<file path="src/rtl/calc1_req_port.sv">
// Host-side initiator for one calc1 requester port: serialises a (cmd, op1, op2)
// request over two cycles, waits for the response with a timeout, and holds the completion.
module calc1_req_port #(
  parameter int TIMEOUT_CYCLES = 64
) (
  input  logic        c_clk,
  input  logic        reset,
  input  logic        host_vld,
  output logic        host_rdy,
  input  logic [3:0]  host_cmd,
  input  logic [31:0] host_op1,
  input  logic [31:0] host_op2,
  output logic        rsp_vld,
  input  logic        rsp_rdy,
  output logic [1:0]  rsp_code,
  output logic [31:0] rsp_data,
  output logic        rsp_timeout,
  output logic [3:0]  req_cmd,
  output logic [31:0] req_data,
  input  logic [1:0]  calc_resp,
  input  logic [31:0] calc_data,
  output logic        stray_resp
);

  localparam logic [2:0] S_IDLE  = 3'd0;
  localparam logic [2:0] S_SEND1 = 3'd1;
  localparam logic [2:0] S_SEND2 = 3'd2;
  localparam logic [2:0] S_WAIT  = 3'd3;
  localparam logic [2:0] S_HOLD  = 3'd4;
  localparam logic [15:0] TMO    = 16'(TIMEOUT_CYCLES);

  logic [2:0]  state_q, state_d;
  logic [15:0] cnt_q, cnt_d;
  logic [31:0] op2_q, op2_d;
  logic        host_rdy_q, host_rdy_d;
  logic        rsp_vld_q, rsp_vld_d;
  logic [1:0]  rsp_code_q, rsp_code_d;
  logic [31:0] rsp_data_q, rsp_data_d;
  logic        rsp_timeout_q, rsp_timeout_d;
  logic [3:0]  req_cmd_q, req_cmd_d;
  logic [31:0] req_data_q, req_data_d;
  logic        stray_q, stray_d;

  // Outputs are computed for the state being entered, so every port comes straight from a flop.
  always_comb begin
    state_d       = state_q;
    cnt_d         = cnt_q;
    op2_d         = op2_q;
    host_rdy_d    = 1'b0;
    rsp_vld_d     = rsp_vld_q;
    rsp_code_d    = rsp_code_q;
    rsp_data_d    = rsp_data_q;
    rsp_timeout_d = rsp_timeout_q;
    req_cmd_d     = 4'd0;
    req_data_d    = 32'd0;
    stray_d       = (state_q != S_WAIT) && (calc_resp != 2'b00);
    case (state_q)
      S_IDLE: begin
        host_rdy_d = 1'b1;
        if (host_vld) begin
          op2_d      = host_op2;
          host_rdy_d = 1'b0;
          if (host_cmd != 4'd0) begin
            state_d    = S_SEND1;
            req_cmd_d  = host_cmd;
            req_data_d = host_op1;
          end else begin
            state_d       = S_HOLD;
            rsp_vld_d     = 1'b1;
            rsp_code_d    = 2'b10;
            rsp_data_d    = 32'd0;
            rsp_timeout_d = 1'b0;
          end
        end
      end
      S_SEND1: begin
        state_d    = S_SEND2;
        req_data_d = op2_q;
        cnt_d      = 16'd0;
      end
      S_SEND2: begin
        state_d = S_WAIT;
        cnt_d   = cnt_q + 16'd1;
      end
      S_WAIT: begin
        // A response on the final counted cycle takes priority over the timeout.
        if (calc_resp != 2'b00) begin
          state_d       = S_HOLD;
          rsp_vld_d     = 1'b1;
          rsp_code_d    = calc_resp;
          rsp_data_d    = (calc_resp == 2'b01) ? calc_data : 32'd0;
          rsp_timeout_d = 1'b0;
        end else if (cnt_q == TMO) begin
          state_d       = S_HOLD;
          rsp_vld_d     = 1'b1;
          rsp_code_d    = 2'b00;
          rsp_data_d    = 32'd0;
          rsp_timeout_d = 1'b1;
        end else begin
          cnt_d = cnt_q + 16'd1;
        end
      end
      S_HOLD: begin
        if (rsp_rdy) begin
          state_d       = S_IDLE;
          host_rdy_d    = 1'b1;
          rsp_vld_d     = 1'b0;
          rsp_code_d    = 2'b00;
          rsp_data_d    = 32'd0;
          rsp_timeout_d = 1'b0;
        end
      end
      default: begin
        state_d    = S_IDLE;
        host_rdy_d = 1'b1;
      end
    endcase
  end

  always_ff @(posedge c_clk) begin
    if (reset) begin
      state_q       <= S_IDLE;
      cnt_q         <= 16'd0;
      host_rdy_q    <= 1'b1;
      rsp_vld_q     <= 1'b0;
      rsp_code_q    <= 2'b00;
      rsp_data_q    <= 32'd0;
      rsp_timeout_q <= 1'b0;
      req_cmd_q     <= 4'd0;
      req_data_q    <= 32'd0;
      stray_q       <= 1'b0;
    end else begin
      state_q       <= state_d;
      cnt_q         <= cnt_d;
      host_rdy_q    <= host_rdy_d;
      rsp_vld_q     <= rsp_vld_d;
      rsp_code_q    <= rsp_code_d;
      rsp_data_q    <= rsp_data_d;
      rsp_timeout_q <= rsp_timeout_d;
      req_cmd_q     <= req_cmd_d;
      req_data_q    <= req_data_d;
      stray_q       <= stray_d;
    end
  end

  // Operand holding register carries no control meaning, so it is left out of reset.
  always_ff @(posedge c_clk) begin
    op2_q <= op2_d;
  end

  assign host_rdy    = host_rdy_q;
  assign rsp_vld     = rsp_vld_q;
  assign rsp_code    = rsp_code_q;
  assign rsp_data    = rsp_data_q;
  assign rsp_timeout = rsp_timeout_q;
  assign req_cmd     = req_cmd_q;
  assign req_data    = req_data_q;
  assign stray_resp  = stray_q;

endmodule

</file>
<file path="config.mk">
export PLATFORM = sky130hd
export DESIGN_NAME = calc1_req_port
export DESIGN_NICKNAME = d
export VERILOG_FILES = /design/src/rtl/calc1_req_port.sv
export SDC_FILE = /design/constraint.sdc
export NUM_CORES = 1
export LEC_CHECK = 0
export CORE_UTILIZATION = 39
export CTS_CLUSTER_SIZE = 25
export DETAILED_ROUTE_END_ITERATION = 7
export PLACE_DENSITY = 0.88
export SYNTH_ARGS = -nofsm -noshare
export SYNTH_HDL_FRONTEND = slang
export SYNTH_SLANG_ARGS = --single-unit
</file>
<file path="constraint.sdc">
create_clock -name c_clk -period 2 [get_ports c_clk]
set_input_delay 0.3 -clock c_clk [delete_from_list [all_inputs] [get_ports c_clk]]
set_output_delay 0.3 -clock c_clk [all_outputs]
set_load 0.02 [all_outputs]
</file>
==> run summary <==
Die Y-Extent - 108 um
Cells after DPL - 705
pin count of the biggest net entering global routing - 33
highest clock rate - 489 MHz
Cell Area, Synth - 4410 sq um
clk buf depth - 2
total negative slack - -0.469 ns
EDFF count, synth - 32
fin crit period - 2.04 ns
Yosys Warn Count - 0
CTS root buffer - clkbuf_16
Top FF cell, synth - dfxtp_1
Die ar. - 11700 sq um
synth top area cells - dfxtp_1 42%, edfxtp_1 22%, a22o_1 6.4%
most used cell, CP - a21oi_4
Layout area overhead - 65.8%
Cells after Synth - 379
vias in the first global route - 4073
CP delay by family, top - buffers and inverters
cts hold-fix bufs - 0
post-layout util - 66.9%
Hold Fails Final Rpt - 0
# DRC - 0
number of buffers created by CTS - 17
Worst Slack Setup Final - -0.0444 ns
global-route wire length before repair - 19700 um
Clock Latency Late Sink - 0.41 ns
Layout Cells excl Fill - 750
Distinct cells, synth - 46
WL per Instance - 17.4 um
DRT iter0 DRCs - 237
Port Buf Inserts - 179
crit path max-delay cell type - dfxtp_2
final WL - 13000 um
status - finished with violations
maximum fanout along the worst path - 16
crit path buf inv count - 4
final clock skew - 0.00839 ns
worst slew pin tran - 0.449 ns
worst vdd ir - 0.785 mV
sequential share of the synthesized area - 64.0%
Starting Density - 40.3%
io pins - 180
vias per cell - 5.21
row count - 38
CP Cell Sequence - inv_2 > ha_4 > nor4b_4 > nand4_1 > buf_4 > a21oi_4 > buf_6 > a21oi_4 > buf_12 > a22o_1
Max Cap Violations - 0
layout cells sized above 1 - 15.7%
dpl ws - -0.510 ns
CTS tree - yes
Die X - 108 um
max_slew headroom - 70.0%
Pwr Total - 0.00796 W
Required @ worst endpoint - 2.30 ns
gr ovfl total - 0
n_diodes - 0
final setup violation count - 16
most frequent cells in the layout - 179 x clkdlybuf4s50_1, 90 x dfxtp_1, 44 x nor2_1
H-tree depth - 4
initial antenna violation count - 0
crit end category - flop
hpwl dp - 8560 um
DRT Pass-1 Iters - 4
failing checks - setup timing
Total GRT Usage - 22.5%
Via Count - 3909
# nets final - 705
Crit Path Category - flop to flop
Max Slew Vio Count - 0
share of synthesized registers carrying an async set or reset - 0%
#FFs+latches synth - 125
RSZ-0062 raised after global routing - yes
antenna-violating nets left - 0
Net Count, Synth - 487
worst hold path class - input pin to flop
commonest non-fill, non-tap cell in the layout - clkdlybuf4s50_1
Critical Path AT - 2.34 ns
clk sinks - 125
synthesized area per cell - 11.6 sq um
leakage power - 2.72 nW
Startpoint Class - flop
pwr dens - 1090 nW/um^2
dominant cell type by area after synthesis - dfxtp_1
final worst-path cycle share - 102%
Max stage delay on crit path - 0.32 ns
GPL Wtd Cong - 0.802
Yosys top cell area share - 42.2%
total core area - 10900 sq um
Reg clk slew, reported paths - 0.06 ns
-- stage by stage --
stage                     hold slack (ns)  area [sq um]
after global placement              0.460          6530
after floorplan                     0.399          4410
final                               0.437          7320
after detailed placement            0.466          6530
after CTS                           0.420          7230
after global routing                0.421          7320
-- flip-flops by register name (all words and copies together) (netlist names) --
name	count
cnt_q	16
host_rdy	1
op2_q	32
req_cmd	4
req_data	32
rsp_code	2
rsp_data	32
rsp_timeout	1
rsp_vld	1
state_q	3
stray_resp	1
-- where the power goes --
part	internal [W]	total [W]	switching [W]
Sequential	0.00290	0.00301	0.000111
Combinational	0.000990	0.00199	0.00100
Clock	0.00182	0.00296	0.00114
Total	0.00571	0.00796	0.00226
-- cell families (layout without fill, tap and decap cells) --
logic type,after synthesis,count (layout),synth area share [%]
flip-flops,125,125,64.0
AO/OA/AOI/OAI,111,112,18.5
AND/OR/NAND/NOR,105,105,12.5
buffers and inverters,32,262,3.52
adder cells (fa/ha/maj),2,2,0.567
XOR/XNOR,2,2,0.397
multiplexers,2,2,0.454
-- final timing paths --
path                            slack (ns)           end  depth (start not counted)          from
worst max-delay path                 -0.04   rsp_data[1]                         10      cnt_q[0]
worst min-delay path                  0.44     op2_q[14]                          1  host_op2[14]
worst max register to register       -0.04   rsp_data[1]                         10      cnt_q[0]
worst min register to register        0.48  rsp_data[18]                          1  rsp_data[18]
-- per-layer routing --
layer  GRT usage (%)  part of all wire [%]  vias to the layer above  routed length (um)
met5               0                     0                        -                   0
met4            12.8                   2.6                        0                 335
met3            8.92                   8.6                       25                1120
met2            38.1                    51                      183                6610
met1            23.7                    38                     1851                4970
li1                -                     -                     1850                   -
-- worst register-to-register path: cells and delay by family, from the launching register on --
family,cells,cell delay [ns]
buffers and inverters,4,0.61
adder cells (fa/ha/maj),1,0.14
AO/OA/AOI/OAI,3,0.46
AND/OR/NAND/NOR,2,0.41
flip-flops,1,0.32
-- cells in the mapped netlist (2+ instances only) --
cell / count
dfxtp_1: 93
nor2_1: 45
a22o_1: 32
a22oi_1: 32
edfxtp_1: 32
a21oi_1: 18
clkbuf_1: 16
o21ai_0: 14
or3_1: 10
nand2_1: 9
inv_1: 7
nand3_1: 6
and2_1: 5
o31ai_1: 5
or4_1: 5
buf_2: 4
buf_6: 4
nand4_1: 4
a211oi_1: 3
nor3_1: 3
and3_1: 2
ha_1: 2
mux2i_1: 2
nand2b_1: 2
nor4_1: 2
or2_2: 2
-- area by class of cell --
cell class              instances  area [sq um]
clock buffers                  21           470
clock inverters                11           109
fillers                       782          3620
inverters                       7          26.3
multi-input cells             223          1520
flip-flops and latches        125          2830
well taps                     140           175
repair buffers                223          2180
-- repair_timing --
action                     4_1_cts  5_1_grt
setup endpoints to repair       49       47
pin swaps                        7       19
gates resized for setup         13        9
buffers inserted                 5        7
gates cloned                     1        0
No activity file was read; power rests on OpenSTA's default activity.
